`config.mk`:
```
export PLATFORM = sky130hd
export DESIGN_NAME = proc_context_ctrl
export DESIGN_NICKNAME = d
export VERILOG_FILES = /design/src/rtl/proc_context_ctrl_pkg.sv /design/src/rtl/proc_context_ctrl_slice_counter.sv /design/src/rtl/proc_context_ctrl.sv
export SDC_FILE = /design/constraint.sdc
export NUM_CORES = 1
export LEC_CHECK = 0
export BUFFER_PORTS_ARGS = -buffer_cell sky130_fd_sc_hd__buf_2
export CORE_UTILIZATION = 50
export CTS_CLUSTER_SIZE = 24
export DETAILED_ROUTE_END_ITERATION = 8
export GPL_TIMING_DRIVEN = 0
export PLACE_DENSITY = 0.79
export SLEW_MARGIN = 5
export SYNTH_ARGS = -nofsm -noshare
export SYNTH_HDL_FRONTEND = slang
export SYNTH_HIERARCHICAL = 1
export SYNTH_SLANG_ARGS = --single-unit
```
`constraint.sdc`:
```
create_clock -name clock -period 2.4 [get_ports clock]
set_input_delay 0.36 -clock clock [delete_from_list [all_inputs] [get_ports clock]]
set_output_delay 0.36 -clock clock [all_outputs]
set_load 0.005 [all_outputs]
```
`src/rtl/proc_context_ctrl_pkg.sv`:
```
// rtl/proc_context_ctrl_pkg.sv - shared types and constants for the process context controller
package proc_context_ctrl_pkg;

    typedef enum logic [1:0] {
        OS_RUN     = 2'd0,
        SWITCH_IN  = 2'd1,
        PROC_RUN   = 2'd2,
        SWITCH_OUT = 2'd3
    } ctx_state_t;

    localparam logic [5:0] OPC_EXEC_PROG = 6'b011110;
    localparam logic [5:0] OPC_HALT_PROG = 6'b011001;
    localparam int         DEFAULT_PC_W  = 10;

endpackage

```
`src/rtl/proc_context_ctrl_slice_counter.sv`:
```
// rtl/proc_context_ctrl_slice_counter.sv - time-slice counter with expiry strobe
module slice_counter #(
    parameter int QUANTUM = 32,
    parameter int CNT_W   = (QUANTUM > 1) ? $clog2(QUANTUM) : 1
) (
    input  logic clock,
    input  logic reset,
    input  logic clear,
    input  logic enable,
    output logic expire
);

    localparam logic [CNT_W-1:0] LAST = CNT_W'(QUANTUM - 1);

    logic [CNT_W-1:0] count;

    assign expire = (count == LAST) & enable;

    // Wrapping on expiry keeps the count within 0..QUANTUM-1 for any QUANTUM.
    always_ff @(posedge clock) begin
        if (!reset) begin
            count <= '0;
        end else if (clear) begin
            count <= '0;
        end else if (enable) begin
            count <= (count == LAST) ? '0 : count + CNT_W'(1);
        end
    end

endmodule

```
`src/rtl/proc_context_ctrl.sv`:
```
// rtl/proc_context_ctrl.sv - process-mode state and OS/process PC hand-over sequencer
module proc_context_ctrl
    import proc_context_ctrl_pkg::*;
#(
    parameter int PC_W    = DEFAULT_PC_W,
    parameter int QUANTUM = 32
) (
    input  logic            clock,
    input  logic            reset,
    input  logic            Halt,
    input  logic            exec_process,
    input  logic            select_proc_reg_write,
    input  logic            select_proc_reg_read,
    input  logic            change_pc,
    input  logic            end_proc,
    input  logic [PC_W-1:0] pc_curr,
    input  logic [PC_W-1:0] pc_target,
    output logic            curr_exec_process,
    output logic            curr_select_proc_reg_write,
    output logic            curr_select_proc_reg_read,
    output logic            pc_load,
    output logic [PC_W-1:0] pc_load_value,
    output logic [PC_W-1:0] os_ret_pc,
    output logic [PC_W-1:0] proc_pc,
    output logic            preempted,
    output logic            in_proc
);

    ctx_state_t      state, state_nxt;
    logic [2:0]      curr, curr_nxt;
    logic [PC_W-1:0] entry_pc, entry_nxt;
    logic [PC_W-1:0] os_ret_nxt, proc_nxt;
    logic [PC_W-1:0] pc_next_seq;
    logic [2:0]      dec_bits;
    logic            retire;
    logic            cnt_clear;
    logic            cnt_en;
    logic            expire;

    assign retire      = ~Halt;
    assign dec_bits    = {exec_process, select_proc_reg_write, select_proc_reg_read};
    assign pc_next_seq = pc_curr + PC_W'(1);

    assign cnt_clear = (state == SWITCH_IN);
    assign cnt_en    = (state == PROC_RUN) & retire;

    slice_counter #(
        .QUANTUM (QUANTUM)
    ) u_slice_counter (
        .clock  (clock),
        .reset  (reset),
        .clear  (cnt_clear),
        .enable (cnt_en),
        .expire (expire)
    );

    assign curr_exec_process          = curr[2];
    assign curr_select_proc_reg_write = curr[1];
    assign curr_select_proc_reg_read  = curr[0];
    assign in_proc = (state == SWITCH_IN) | (state == PROC_RUN);

    always_ff @(posedge clock) begin
        if (!reset) begin
            state     <= OS_RUN;
            curr      <= '0;
            entry_pc  <= '0;
            os_ret_pc <= '0;
            proc_pc   <= '0;
        end else begin
            state     <= state_nxt;
            curr      <= curr_nxt;
            entry_pc  <= entry_nxt;
            os_ret_pc <= os_ret_nxt;
            proc_pc   <= proc_nxt;
        end
    end

    always_comb begin
        state_nxt     = state;
        curr_nxt      = curr;
        entry_nxt     = entry_pc;
        os_ret_nxt    = os_ret_pc;
        proc_nxt      = proc_pc;
        pc_load       = 1'b0;
        pc_load_value = '0;
        preempted     = 1'b0;

        case (state)
            OS_RUN: begin
                if (retire) begin
                    curr_nxt = dec_bits;
                    if (change_pc) begin
                        os_ret_nxt = pc_next_seq;
                        entry_nxt  = pc_target;
                        state_nxt  = SWITCH_IN;
                    end
                end
            end
            SWITCH_IN: begin
                pc_load       = 1'b1;
                pc_load_value = entry_pc;
                state_nxt     = PROC_RUN;
            end
            PROC_RUN: begin
                // change_pc is deliberately ignored here: processes cannot nest.
                if (retire) begin
                    curr_nxt = dec_bits;
                    if (end_proc) begin
                        curr_nxt  = '0;
                        state_nxt = SWITCH_OUT;
                    end else if (expire) begin
                        curr_nxt  = '0;
                        proc_nxt  = pc_next_seq;
                        preempted = 1'b1;
                        state_nxt = SWITCH_OUT;
                    end
                end
            end
            SWITCH_OUT: begin
                pc_load       = 1'b1;
                pc_load_value = os_ret_pc;
                curr_nxt      = '0;
                state_nxt     = OS_RUN;
            end
            default: begin
                state_nxt = OS_RUN;
            end
        endcase
    end

endmodule

```
==> results.md <==
- A synthesized cell averages 9.067 um2.
- The largest net degree at the start of global routing is 20.
- In the layout the commonest cells are 65 x sky130_fd_sc_hd__buf_2, 36 x sky130_fd_sc_hd__dfxtp_1, 30 x sky130_fd_sc_hd__nand2_1.
- The final max-slew violation count is 0.
- The most critical setup path has its startpoint at state[0]$_SDFFE_PN0P_.
- The net switching share of the total power is 34.89%.
- In this run the remaining antenna-violating nets after routing total 0.
- The pin slew with the least headroom to its limit is 0.5193 ns.
- Between clock sinks in the finished design, the worst skew comes to 0.006377 ns.
- Across the run, the number of max-cap violations was 0.
- Across all register-to-register paths, the minimum setup slack is 0.28 ns.
- The count of unique library cells instantiated by Yosys is 40.
- Dividing total power by cell area gives a power density of 767.5 nW/um2.
- The critical path is of the register to output port type.
- After clock tree synthesis, the clock-pin slew on the worst setup and hold paths is 0.08 ns.
- Routability-driven placement finished with a final weighted congestion of 0.7913.
- In the routed design, unresolved DRC markers number 0.
- The clock root buffer is sky130_fd_sc_hd__clkbuf_8.
- In this run, the combinational gates consume 32.6% of the power.
- The most frequent standard cell in the layout excluding fill and tap cells is sky130_fd_sc_hd__buf_2.
- The number of antenna violations at the first check in global routing came to 0.
- Adding up every negative setup slack in the final design gives 0 ns.
- Summing the sequential cell areas from Yosys gives 41.86% of the chip area.
- The slowest library cell on the worst path is sky130_fd_sc_hd__dfxtp_2.
- 64 I/O pins were placed.
- The total number of nets in the final design is 322.
- 0 antenna diodes ended up in the layout.
- The number of synthesis warnings is 6.
- The worst hold path belongs to the class primary input to register.
- The first-pass GRT wire length is 7817 um.
- The synthesis-stage register bit count is 40.
- Measured on the finished design, the core utilization comes to 66.81%.
- In this run, CTS created clock tree buffers numbering 5.
- The count of buffers added on input and output ports is 63.
- The clock tree from TritonCTS is done.
- Of all nets on the critical path, the largest fanout is 10.
- The placeable core region is 3661 um2.
- The number of nets produced by synthesis is 247.
- Cell internal power was estimated by the tool at 0.001222 W.
- In this run, post-CTS hold repair placed 0 buffers.
- The post-detailed-routing wire length is 4931 um.
- Routed signal wires occupy layers up through met4.
- The relative max-transition margin is 65.38%.
- The worst-case vdd ir drop is 0.3604 mV.
- Summed over all nets, the half-perimeter wirelength after detailed placement is 3497 um.
- The clock passes through at most 2 buffers.
- The number of global-route vias before repair was 1696.
- The die covers 4077 um2.
- The startpoint of the most critical hold path is pc_target[3].
- The worst setup path is captured at an output port.
- Walking the worst path, the cells encountered are inv_4 > ha_4 > nor2b_2 > buf_6 > and2_4 > and4bb_2 > buf_8 > buf_2.
- The number of failing hold endpoints at the final stage was 0.
- After synthesis, the share of flip-flops with an asynchronous set or reset is 0%.
- The total met3 wirelength after detailed routing is 320 um.
- Data arrives at the worst endpoint at 1.98 ns.
- The number of vias in the routed layout is 1871.
- The smallest clock period supported by the final layout is computed as 2.345 ns.
- The vertical extent of the die is 63.86 um.
- The number of detailed-routing iterations run before antenna repair is 4.
- The flow ran to the end, and the final reports show no timing, DRC or antenna violations.
- The cell area after technology mapping is 1913 um2.
- Clock tree synthesis found a total of 40 sinks.
- STA puts the critical path data required time at 2.04 ns.
- The die span in x is 63.86 um.
- The met2 routed wirelength is 2393 um.
- The achievable frequency is 0.4265 GHz.
- The switching power of the nets is 0.0006551 W.
- The initialized floorplan defines 22 standard-cell rows.
- The startpoint of the most critical register-to-register path is state[0]$_SDFFE_PN0P_.
- The most used flip-flop cell after synthesis is sky130_fd_sc_hd__dfxtp_1.
- The final-report setup violation count is 0.
- The fill cell total of the finished layout is 331.
- The number of DRC markers after the initial detailed-route iteration is 94.
- Registers are responsible for 44.6% of the overall power.
- Once the floorplan was initialized, standard cells occupied 52.26% of the core.
- The clock tree synthesis step divided the H-tree into 2 levels.
- The per-cell routed wire length is 14.76 um.
- The largest incremental delay on the critical path is 0.38 ns.
- The final period utilization is 97.70%.
- For the worst-skew pair, the clock arrives at the later sink with an insertion delay of 0.29 ns.
- The global-route usage over all layers is 24.46%.
- The kind of start point of the critical path is a register.
- The leakage power is 1.133 nW.
- Dividing the detail-routed via count by the number of cells gives 5.602.
- Of the total power, the clock network draws 22.7%.
- The number of cells produced by synthesis is 211.
- The total overflow left after global routing is 0.
- The share of cells above drive strength 1 is 33.92%.
- For this block, wires on met1 add up to 2143 um.
- The area added between synthesis and finish is 27.86%.
- Yosys mapped a number of flops with a built-in enable equal to 0.
-- critical path, delay by kind of cell, from the launching register on --
kind                     cells  cell delay [ns]
adder cells (fa/ha/maj)      1             0.17
buffers and inverters        4             0.51
flip-flops                   1             0.38
AND/OR/NAND/NOR              3             0.65
-- per-layer routing --
| layer | track usage, % | up-vias |
|---|---|---|
| li1 | - | 911 |
| met1 | 30.74 | 866 |
| met2 | 40.43 | 83 |
| met3 | 5.714 | 11 |
| met4 | 9.091 | 0 |
| met5 | 0 | - |
-- metrics by stage --
step	instances	hold WS, ns	cell area [um2]	setup WS (ns)	total power, W
2_1_floorplan	211	0.4438	1913	0.2901	0.001199
3_3_place_gp	322	0.4516	2288	-0.04837	0.001400
3_5_place_dp	322	0.4648	2288	-0.1671	0.001425
4_1_cts	329	0.3105	2400	0.03729	0.001867
5_1_grt	334	0.3117	2446	-0.001861	0.002001
6_report	334	0.3144	2446	0.05531	0.001878
-- power by group through the flow --
stage / clock network, W / logic, W / registers, W
global placement: 0 / 0.000563 / 0.000837
detailed placement: 0 / 0.000585 / 0.000840
finish: 0.000427 / 0.000613 / 0.000838
floorplan: 0 / 0.000369 / 0.000830
CTS: 0.000429 / 0.000604 / 0.000834
global route: 0.000469 / 0.000679 / 0.000853
-- timing repair --
item,4_1_cts,5_1_grt
gates cloned,0,0
buffers inserted,1,5
setup endpoints to repair,1,1
pin swaps,1,0
resized for setup,11,3
-- layout make-up --
type / instances / area (um2) / area share (%)
inverter: 4 / 17.52 / 0.7161
multi-input combinational: 154 / 1055 / 43.12
tap: 48 / 60.06 / 2.455
clock inverter: 2 / 12.51 / 0.5115
timing repair buffer: 69 / 360.3 / 14.73
clock buffer: 5 / 68.82 / 2.813
buffer: 12 / 66.31 / 2.711
sequential: 40 / 805.8 / 32.94
-- state kept, by name (all words and copies together), names as in the netlist --
register and count:
curr 3, entry_pc 10, os_ret_pc 10, proc_pc 10, state 2, u_slice_counter/count 5
-- kinds of logic after synthesis --
group	count (synthesis)	share of synthesized area [%]
buffers and inverters	17	3.989
and+or+nand+nor	64	18.70
xor gates and xnor gates	4	1.832
AOI/OAI and AO/OA	74	26.29
DFF	40	41.86
adders and majority gates	8	5.232
muxes	4	2.093
-- synth_stat cells (2+ instances only) --
master                       n  area (um2)
sky130_fd_sc_hd__a21boi_0   14       105.1
sky130_fd_sc_hd__a21oi_1     6       30.03
sky130_fd_sc_hd__a22o_1     10       87.58
sky130_fd_sc_hd__a31oi_1    10       62.56
sky130_fd_sc_hd__buf_2       4       20.02
sky130_fd_sc_hd__clkbuf_1    8       30.03
sky130_fd_sc_hd__dfxtp_1    40       800.8
sky130_fd_sc_hd__ha_1        8       100.1
sky130_fd_sc_hd__inv_1       4       15.01
sky130_fd_sc_hd__mux2i_1     4       40.04
sky130_fd_sc_hd__nand2_1    30       112.6
sky130_fd_sc_hd__nand2b_1    4       25.02
sky130_fd_sc_hd__nand3_1     2       10.01
sky130_fd_sc_hd__nand4_1     2       12.51
sky130_fd_sc_hd__nor2_1      5       18.77
sky130_fd_sc_hd__nor2b_1     4       25.02
sky130_fd_sc_hd__nor3b_1     2       15.01
sky130_fd_sc_hd__o2111ai_1   3       26.28
sky130_fd_sc_hd__o211a_1     5       50.05
sky130_fd_sc_hd__o21ai_0    22       110.1
sky130_fd_sc_hd__or3_1       2       12.51
sky130_fd_sc_hd__or3_2       2       15.01
sky130_fd_sc_hd__xor2_1      3       26.28
-- final timing paths --
path | cells past startpoint | to
max | 8 | preempted
min | 3 | entry_pc[3]$_SDFFE_PN0P_
max reg2reg | 10 | proc_pc[5]$_SDFFE_PN0P_
min reg2reg | 2 | entry_pc[0]$_SDFFE_PN0P_
(Power assumes the default switching activity.)
